File: src/rtl/apb_arb_pkg.sv
// Shared definitions for the APB round-robin arbiter.
//   arb_state_e : downstream transfer FSM state (IDLE, SETUP, ACCESS)
//   cnt_width() : width of the ACCESS-phase wait counter for a given timeout
package apb_arb_pkg;

  typedef enum logic [1:0] {
    IDLE   = 2'd0,
    SETUP  = 2'd1,
    ACCESS = 2'd2
  } arb_state_e;

  // Bits needed to hold 0..timeout_cycles; never less than 1 so the counter
  // stays a legal vector when the timeout is disabled (timeout_cycles = 0).
  function automatic int cnt_width(input int timeout_cycles);
    int w;
    w = $clog2(timeout_cycles + 1);
    if (w < 1) w = 1;
    return w;
  endfunction

endpackage

File: src/rtl/rr_arbiter.sv
// Combinational round-robin pick.
//   i_req   : request vector, one bit per requester
//   i_ptr   : index with highest priority this round (owned by the parent)
//   o_gnt   : one-hot winner (0 when no request)
//   o_idx   : binary winner index (0 when no request)
//   o_valid : at least one request present
module rr_arbiter #(
  parameter int N     = 2,
  parameter int IDX_W = 1
) (
  input  logic [N-1:0]     i_req,
  input  logic [IDX_W-1:0] i_ptr,
  output logic [N-1:0]     o_gnt,
  output logic [IDX_W-1:0] o_idx,
  output logic             o_valid
);

  logic [IDX_W:0]   w_sum;
  logic [IDX_W-1:0] w_sel;

  // Scan N positions starting at the pointer, wrapping modulo N; the first
  // requesting position wins.
  always_comb begin
    o_gnt   = '0;
    o_idx   = '0;
    o_valid = 1'b0;
    w_sum   = '0;
    w_sel   = '0;
    for (int k = 0; k < N; k++) begin
      w_sum = {1'b0, i_ptr} + (IDX_W + 1)'(k);
      if (w_sum >= (IDX_W + 1)'(N)) w_sum = w_sum - (IDX_W + 1)'(N);
      w_sel = w_sum[IDX_W-1:0];
      if (!o_valid && i_req[w_sel]) begin
        o_valid      = 1'b1;
        o_gnt[w_sel] = 1'b1;
        o_idx        = w_sel;
      end
    end
  end

endmodule

File: src/rtl/apb_rr_arbiter.sv
// Shares one downstream APB master port between NUM_MASTERS upstream APB
// requesters with round-robin arbitration, whole-transfer grant hold and an
// ACCESS-phase timeout that completes with PSLVERR.
//   clk_i, rst_i           : clock, synchronous active-high reset
//   s_psel_i .. s_pwdata_i : upstream requester APB inputs (packed per index)
//   s_prdata_o             : read data broadcast to all requesters
//   s_pready_o/s_pslverr_o : per-requester completion, only the winner's bit
//   m_*                    : downstream APB master port
//   grant_o                : one-hot owner of the current transfer
//   timeout_o              : one-cycle pulse on a timeout completion
//   dbg_state_o            : FSM state (arb_state_e encoding)
//
// Handshake: a requester asks by raising PSEL and holds PSEL and its controls
// stable until its PREADY bit is seen high; that PREADY cycle is the single
// completion cycle, and PRDATA/PSLVERR are valid only in it.
module apb_rr_arbiter
  import apb_arb_pkg::*;
#(
  parameter int NUM_MASTERS    = 2,
  parameter int APB_ADDR_WIDTH = 32,
  parameter int APB_DATA_WIDTH = 32,
  parameter int TIMEOUT_CYCLES = 255
) (
  input  logic                                 clk_i,
  input  logic                                 rst_i,
  input  logic [NUM_MASTERS-1:0]               s_psel_i,
  input  logic [NUM_MASTERS-1:0]               s_penable_i,
  input  logic [NUM_MASTERS-1:0]               s_pwrite_i,
  input  logic [NUM_MASTERS*APB_ADDR_WIDTH-1:0] s_paddr_i,
  input  logic [NUM_MASTERS*APB_DATA_WIDTH-1:0] s_pwdata_i,
  output logic [APB_DATA_WIDTH-1:0]            s_prdata_o,
  output logic [NUM_MASTERS-1:0]               s_pready_o,
  output logic [NUM_MASTERS-1:0]               s_pslverr_o,
  output logic                                 m_psel_o,
  output logic                                 m_penable_o,
  output logic                                 m_pwrite_o,
  output logic [APB_ADDR_WIDTH-1:0]            m_paddr_o,
  output logic [APB_DATA_WIDTH-1:0]            m_pwdata_o,
  input  logic [APB_DATA_WIDTH-1:0]            m_prdata_i,
  input  logic                                 m_pready_i,
  input  logic                                 m_pslverr_i,
  output logic [NUM_MASTERS-1:0]               grant_o,
  output logic                                 timeout_o,
  output logic [1:0]                           dbg_state_o
);

  localparam int IDX_W = (NUM_MASTERS > 1) ? $clog2(NUM_MASTERS) : 1;
  localparam int CNT_W = cnt_width(TIMEOUT_CYCLES);
  localparam logic [CNT_W-1:0] CNT_MAX = {CNT_W{1'b1}};
  localparam logic [CNT_W-1:0] CNT_TO  = CNT_W'(TIMEOUT_CYCLES);

  arb_state_e                r_state;
  arb_state_e                w_state_nxt;
  logic [IDX_W-1:0]          r_ptr;
  logic [IDX_W-1:0]          r_win;
  logic [NUM_MASTERS-1:0]    r_gnt;
  logic [CNT_W-1:0]          r_cnt;
  logic                      r_pwrite;
  logic [APB_ADDR_WIDTH-1:0] r_paddr;
  logic [APB_DATA_WIDTH-1:0] r_pwdata;

  logic [NUM_MASTERS-1:0]    w_gnt_rr;
  logic [IDX_W-1:0]          w_idx_rr;
  logic                      w_req_valid;
  logic                      w_busy;
  logic                      w_access;
  logic                      w_timeout;
  logic                      w_done;
  logic                      w_unused_penable;

  // PENABLE from the requesters carries no information here: a request is
  // PSEL alone, and the downstream phases are generated locally.
  assign w_unused_penable = ^s_penable_i;

  rr_arbiter #(
    .N     (NUM_MASTERS),
    .IDX_W (IDX_W)
  ) u_rr (
    .i_req   (s_psel_i),
    .i_ptr   (r_ptr),
    .o_gnt   (w_gnt_rr),
    .o_idx   (w_idx_rr),
    .o_valid (w_req_valid)
  );

  assign w_busy   = (r_state != IDLE);
  assign w_access = (r_state == ACCESS);

  // A peripheral answer in the cycle the counter hits the limit wins over
  // the timeout.
  assign w_timeout = (TIMEOUT_CYCLES != 0) && w_access && !m_pready_i &&
                     (r_cnt == CNT_TO);
  assign w_done    = w_access && (m_pready_i || w_timeout);

  always_comb begin
    w_state_nxt = r_state;
    case (r_state)
      IDLE:    if (w_req_valid) w_state_nxt = SETUP;
      SETUP:   w_state_nxt = ACCESS;
      ACCESS:  if (w_done) w_state_nxt = IDLE;
      default: w_state_nxt = IDLE;
    endcase
  end

  always_ff @(posedge clk_i) begin
    if (rst_i) begin
      r_state  <= IDLE;
      r_ptr    <= '0;
      r_win    <= '0;
      r_gnt    <= '0;
      r_cnt    <= '0;
      r_pwrite <= 1'b0;
      r_paddr  <= '0;
      r_pwdata <= '0;
    end else begin
      r_state <= w_state_nxt;
      // Arbitration happens only in IDLE, so the completion cycle never
      // arbitrates and one IDLE cycle always separates transfers.
      if ((r_state == IDLE) && w_req_valid) begin
        r_win    <= w_idx_rr;
        r_gnt    <= w_gnt_rr;
        r_pwrite <= s_pwrite_i[w_idx_rr];
        r_paddr  <= s_paddr_i[w_idx_rr*APB_ADDR_WIDTH +: APB_ADDR_WIDTH];
        r_pwdata <= s_pwdata_i[w_idx_rr*APB_DATA_WIDTH +: APB_DATA_WIDTH];
        r_cnt    <= '0;
      end
      if (w_access) begin
        if (r_cnt != CNT_MAX) r_cnt <= r_cnt + CNT_W'(1);
        if (w_done) begin
          r_ptr <= (r_win == IDX_W'(NUM_MASTERS - 1)) ? '0 : r_win + IDX_W'(1);
        end
      end
    end
  end

  assign m_psel_o    = w_busy;
  assign m_penable_o = w_access;
  assign m_pwrite_o  = r_pwrite;
  assign m_paddr_o   = r_paddr;
  assign m_pwdata_o  = r_pwdata;

  assign grant_o     = w_busy ? r_gnt : '0;
  assign s_pready_o  = w_done ? r_gnt : '0;
  assign s_pslverr_o = (w_done && (w_timeout || m_pslverr_i)) ? r_gnt : '0;
  // Zero outside a genuine peripheral answer, including timeout completions.
  assign s_prdata_o  = (w_access && m_pready_i) ? m_prdata_i : '0;
  assign timeout_o   = w_timeout;
  assign dbg_state_o = r_state;

endmodule

File: config.mk
export PLATFORM = sky130hd
export DESIGN_NAME = apb_rr_arbiter
export DESIGN_NICKNAME = d
export VERILOG_FILES = /design/src/rtl/apb_arb_pkg.sv /design/src/rtl/rr_arbiter.sv /design/src/rtl/apb_rr_arbiter.sv
export SDC_FILE = /design/constraint.sdc
export NUM_CORES = 1
export LEC_CHECK = 0
export ABC_AREA = 1
export CELL_PAD_IN_SITES_DETAIL_PLACEMENT = 1
export CELL_PAD_IN_SITES_GLOBAL_PLACEMENT = 2
export CORE_MARGIN = 10
export CORE_UTILIZATION = 17
export DETAILED_ROUTE_END_ITERATION = 8
export PLACE_DENSITY_LB_ADDON = 0.1
export RECOVER_POWER = 25
export SYNTH_ARGS = -nofsm -noshare
export SYNTH_HDL_FRONTEND = slang
export SYNTH_SLANG_ARGS = --single-unit
File: constraint.sdc
create_clock -name clk_i -period 1.6 [get_ports clk_i]
set_input_delay 0.4 -clock clk_i [delete_from_list [all_inputs] [get_ports clk_i]]
set_output_delay 0.4 -clock clk_i [all_outputs]
set_load 0.02 [all_outputs]
==> results.yml, run 1 <==
run_status:
  status: "finished with violations"
  failed_checks: "negative setup slack"
timing:
  period_minus_slack_ns: 1.95
  fin_ws_ns: -0.349
  hold_viol: 0
  maxSlewHeadroom_pct: 75.2
  finalSetupTns_ns: -9.62
  fin_crit_sh_pct: 122
  drv_slew: 0
  finClkSkew_ns: 0.0124
  max_freq_mhz: 513
  hold_ws_ns: 0.467
  finalSetupViolCount: 37
  rsz0062_at_grt: "yes"
  tightestPinTransition_ns: 0.370
logic_synthesis:
  synth_cells: 675
  synth_area_sq_um: 4140
  synth_cell_type_count: 22
  syn-mean-instance-area_sq_um: 6.13
  yosys.area.top_type: "dfxtp_1"
  synth_top_area_share_pct: 38.2
  ys_seq_area_share_pct: 38.2
  synthTopCellsByArea: "dfxtp_1 38%, nand2_1 14%, inv_1 11%, nor2_1 10%, nand3_1 9.2%"
  ys_ff_latch: 79
  synth_warnings: 0
  synth_fp_nets: 846
critical_path:
  critPathCaptureType: "primary output"
  crit_start: "r_cnt[0]"
  crit_buf_inv: 2
  cpMaxStageDelayCell: "dfxtp_2"
  reg2reg_from: "dbg_state_o[1]"
  required_ns: 1.20
  crit_chain: "ha_4 > nand2_4 > nor2_4 > nand3_2 > nand2_2 > inv_4 > nor3_4 > buf_6"
  cp-start-kind: "flop"
  crit_family: "simple AND/OR/NAND/NOR gates"
  max_stage_delay_ns: 0.36
  timing_worst_setup_path_type: "flop to primary output"
  crit_arrival_ns: 1.55
  path_max_fanout: 5
place:
  dp_cells: 1294
  dp_hpwl_microns: 16100
  gp_congestion: 0.711
  placed_area_sq_um: 8000
  io_buffers: 275
  dp_slack_ns: -0.821
clocking:
  clock_latency_ns: 0.34
  cts_max_level: 3
  ctsHoldBuffers: 0
  cts_tree: "built"
  cts.root.buffer_cell: "clkbuf_16"
  clkTransAtPathRegs_ns: 0.06
  clock-sinks: 79
  cts_buffer_depth: 2
  cts_made_buffers: 9
pwr:
  power_mw: 6.61
  p_switching_mw: 2.09
  p_leak_nw: 4.22
  p_seq_share_pct: 34.2
  switching_share_pct: 31.6
  pwr-share-comb_pct: 33.0
  power_frac_clock_pct: 32.8
  intPower_mw: 4.53
  power_density_nw_per_um2: 747
  irDropWorstVdd_v: 0.000332
layout:
  final_util_pct: 36.7
  nets: 1185
  final_common_cell: "clkdlybuf4s50_1"
  finalNonFillerCells: 1344
  synthToLayoutAreaGrowth_pct: 114
  fin_area_sq_um: 8850
  drive_above_1_share_pct: 21.2
  final_cell_mix: "165 x clkdlybuf4s50_1, 149 x nand2_1, 113 x inv_1, 77 x nor2_1"
drt:
  antenna_left: 0
  routed_wl_microns: 21700
  wl_met1_microns: 9350
  first_iter_violations: 129
  wl_per_cell_microns: 16.1
  dr_wl_met2_microns: 10100
  drc: 0
  highest_layer: "met4"
  vias_per_cell: 3.95
  dr.pass1.iters: 4
  vias: 5307
  routed-wl-met3_microns: 2040
hold_path:
  min-delay-start: "m_pwdata_o[14]"
  hold_class: "flop to flop"
global_route:
  grt_overflow: 0
  track_usage_pct: 12.8
  grt_antenna_before_repair: 1
  grt_pass1_vias: 5545
  grt_max_degree: 40
  grt_pass1_wl_microns: 31600
die:
  fp.dieW_microns: 176
  core_area_sq_um: 24100
  die_h_microns: 176
  dieArea_sq_um: 31000
  start_util_pct: 17.2
  io_pins: 278
  fp-row-count: 57
job:
  max_cap_viol_count: 0
-- state kept, by name, summed over array words and instances, names as in the netlist --
name,flops
r_ptr,1
r_gnt,2
m_paddr_o,32
r_win,1
m_pwrite_o,1
dbg_state_o,2
r_cnt,8
m_pwdata_o,32
-- layer usage --
layer	vias to the layer above	GRT usage, %
li1	2739	-
met5	-	0
met3	6	5.81
met1	2395	14.6
met2	167	21.6
met4	0	2.86
-- power groups by stage --
| stage | logic [mW] | clock network, mW | registers (mW) |
|---|---|---|---|
| floorplan | 0.658 | 0 | 2.54 |
| CTS | 2.06 | 2.28 | 2.27 |
| global route | 2.38 | 2.34 | 2.29 |
| finish | 2.18 | 2.17 | 2.26 |
| detailed placement | 2.13 | 0 | 2.32 |
| global placement | 2.14 | 0 | 2.31 |
-- worst reg2reg max path, stage by stage, from the launching register on --
cell and delay, ns:
dfxtp_4 0.35, buf_6 0.12, nor2_4 0.16, buf_6 0.12, o21ai_4 0.07, nor2_4 0.17
buf_12 0.17, clkbuf_16 0.17, nand2_1 0.06, o21ai_1 0.11
-- layout make-up --
cell class                      instances  area, sq um
Clock inverter                          5         63.8
Fill cell                            2983        15300
Tap cell                              324          405
Clock buffer                           11          243
Multi-Input combinational cell        440         2280
Antenna cell                            1         2.50
Timing Repair Buffer                  367         3820
Inverter                              117          444
Sequential cell                        79         1590
-- path summary, 6_finish.rpt --
check                        end  cells after the start  slack, ns
hold / removal    m_pwdata_o[14]                      2       0.47
hold reg to reg   m_pwdata_o[14]                      2       0.47
setup / recovery  s_pslverr_o[1]                      8      -0.35
setup reg to reg   m_paddr_o[18]                      9       0.03
-- synthesized netlist by cell type --
library cell / number
o21a_1: 1
buf_6: 5
a21oi_1: 9
nand3_1: 76
nor2_2: 1
o21ai_0: 12
o21ai_1: 60
inv_1: 116
inv_2: 1
nand2_1: 156
nor2_1: 113
o21bai_1: 1
buf_2: 18
buf_4: 2
nand2_2: 2
dfxtp_1: 79
o21ai_2: 2
nor3_1: 4
clkbuf_1: 10
nor2_4: 2
ha_1: 1
buf_1: 4
-- kinds of logic (layout without fill, tap and decap cells) --
kind of cell,Yosys count,in the layout,synth area share [%]
buf+inv,156,500,15.8
simple gates,354,354,35.1
compound gates,85,85,10.6
other cells,0,1,0
flops,79,79,38.2
fa+ha+maj,1,1,0.302
-- timing repair --
| item | CTS | global route |
|---|---|---|
| setup buffers | 11 | 11 |
| gates resized for setup | 326 | 33 |
| pin swaps | 5 | 6 |
| setup endpoints to repair | 114 | 81 |
| endpoints found under the hold margin | 0 | 0 |
| gates cloned | 3 | 8 |
No activity file was read; power rests on OpenSTA's default activity.
==> run 2: changes to the inputs <==
--- a/config.mk
+++ b/config.mk
@@ -13,6 +13,7 @@
 export DETAILED_ROUTE_END_ITERATION = 8
 export PLACE_DENSITY_LB_ADDON = 0.1
 export RECOVER_POWER = 25
+export SKIP_LAST_GASP = 1
 export SYNTH_ARGS = -nofsm -noshare
 export SYNTH_HDL_FRONTEND = slang
 export SYNTH_SLANG_ARGS = --single-unit
==> run 2 against run 1 <==
Net effect:
- the run still ends with negative setup slack left
- critical path type unchanged
- clock power is essentially flat
- non-clock buffer count rose by 4
- cell area hardly changed
- clock skew down 0.0015 ns
- largest cell class unchanged
==> results.yml, run 2 (same netlist as run 1, synthesis figures left out) <==
critical_path:
  required_ns: 1.20
  crit_end: "s_pslverr_o[1]"
  crit_chain: "ha_4 > nand2_4 > nor2_4 > nand3_4 > nand2_4 > inv_8 > nor3_4 > buf_6"
  critPathCaptureType: "primary output"
  timing_worst_setup_path_type: "flop to primary output"
  rr_endpoint: "m_paddr_o[26]"
  cpMaxStageDelayCell: "dfxtp_2"
  cp-start-kind: "flop"
  cp_common_cell: "nand2_4"
  max_stage_delay_ns: 0.36
  worstRegToRegCells: 9
  reg2reg_slack_ns: 0
  crit_start: "r_cnt[0]"
  path_max_fanout: 5
  crit_arrival_ns: 1.56
  reg2reg_from: "dbg_state_o[1]"
timing:
  finalSetupTns_ns: -9.26
  max_freq_mhz: 509
  rsz0062_at_grt: "yes"
  hold_ws_ns: 0.467
  hold_viol: 0
  maxSlewHeadroom_pct: 76.0
  finalSetupViolCount: 39
  fin_ws_ns: -0.364
  fin_crit_sh_pct: 123
  drv_slew: 0
  finClkSkew_ns: 0.0109
  tightestPinTransition_ns: 0.358
  period_minus_slack_ns: 1.96
global_route:
  grt_antenna_before_repair: 1
  track_usage_pct: 12.7
  grt_max_degree: 40
  grt_overflow: 0
  grt_pass1_wl_microns: 31400
  grt_pass1_vias: 5523
clocking:
  clock-sinks: 79
  cts_max_level: 3
  clock_latency_ns: 0.34
  cts_tree: "built"
  cts.root.buffer_cell: "clkbuf_16"
  ctsHoldBuffers: 0
  cts_made_buffers: 9
  clkTransAtPathRegs_ns: 0.06
  cts_buffer_depth: 2
run_status:
  failed_checks: "negative setup slack"
  status: "finished with violations"
place:
  dp_slack_ns: -0.821
  io_buffers: 275
  dp_hpwl_microns: 16100
  gp_congestion: 0.711
  dp_cells: 1294
  placed_area_sq_um: 8000
layout:
  seqCellArea_sq_um: 1590
  multi_input_area_sq_um: 2270
  nets: 1189
  fin_area_sq_um: 8850
  final_util_pct: 36.7
  n_fill_cell: 2990
  drive_above_1_share_pct: 21.2
  finalNonFillerCells: 1348
  synthToLayoutAreaGrowth_pct: 114
  final_cell_mix: "165 x clkdlybuf4s50_1, 152 x nand2_1, 111 x inv_1, 77 x nor2_1, 75 x dfxtp_1"
  final_common_cell: "clkdlybuf4s50_1"
job:
  max_cap_viol_count: 0
drt:
  routed_wl_microns: 21800
  dr.pass1.iters: 3
  drc: 0
  first_iter_violations: 105
  wl_per_cell_microns: 16.1
  antenna_left: 0
  vias_per_cell: 3.94
  vias: 5306
die:
  io_pins: 278
  dieArea_sq_um: 31000
  start_util_pct: 17.2
  core_area_sq_um: 24100
  die_h_microns: 176
  fp-row-count: 57
  fp.dieW_microns: 176
pwr:
  power_density_nw_per_um2: 751
  switching_share_pct: 31.6
  irDropWorstVdd_v: 0.000335
  p_seq_share_pct: 34.1
  intPower_mw: 4.55
  p_switching_mw: 2.10
  power_mw: 6.64
  p_leak_nw: 4.23
  pwr-share-comb_pct: 33.3
  power_frac_clock_pct: 32.7
hold_path:
  hold_class: "flop to flop"
-- run 2: changes by cell type in the layout (fill, tap and decap cells not counted), moves of 2 or more --
cell and change:
buf_4 +16, buf_6 -16, buf_8 +2, inv_1 -2, nand2_1 +3, nand2_2 -4, o21ai_1 +3, o21ai_2 -3
-- run 2: cell type report --
| cell class | count | share of cell area, % |
|---|---|---|
| diodes | 1 | 0.0283 |
| multi-input cells | 440 | 25.7 |
| clock buffers | 11 | 2.74 |
| flip-flops and latches | 79 | 18.0 |
| repair buffers | 371 | 43.2 |
| clock inverters | 5 | 0.721 |
| inverters | 117 | 5.11 |
| well taps | 324 | 4.58 |
-- run 2: timing repair --
| action | CTS | global route |
|---|---|---|
| gates cloned | 3 | 10 |
| gates resized for setup | 300 | 50 |
| pin swaps | 5 | 13 |
| buffers inserted | 11 | 15 |
| setup endpoints to repair | 114 | 94 |
-- run 2: layer usage --
layer  routed length [microns]  GRT usage, %
met5                         0             0
met4                       163          2.86
met3                      1960          5.81
met2                      9990          21.3
met1                      9640          14.6
-- run 2: worst min-delay path by stage --
stage                     end  cells after the start  slack, ns      startpoint
2_1_floorplan           r_win                      2       0.43           r_win
3_3_place_gp         r_gnt[0]                      2       0.45        r_gnt[0]
3_5_place_dp         r_gnt[0]                      2       0.46        r_gnt[0]
4_1_cts         m_paddr_o[11]                      2       0.47   m_paddr_o[11]
5_1_grt              r_gnt[0]                      2       0.49        r_gnt[0]
6_report       m_pwdata_o[14]                      2       0.47  m_pwdata_o[14]
-- run 2: critical path: cells and delay by family (launching register included) --
kind	cells	cell delay, ns
flip-flops	1	0.36
buffers and inverters	2	0.19
AND/OR/NAND/NOR	5	0.53
adder cells (fa/ha/maj)	1	0.15
-- run 2: power groups by stage --
stage                     clock, mW  sequential [mW]  combinational (mW)
final                          2.17             2.26                2.21
after global routing           2.34             2.29                2.41
after CTS                      2.28             2.26                2.05
after detailed placement          0             2.32                2.13
after global placement            0             2.31                2.14
after floorplan                   0             2.54               0.658
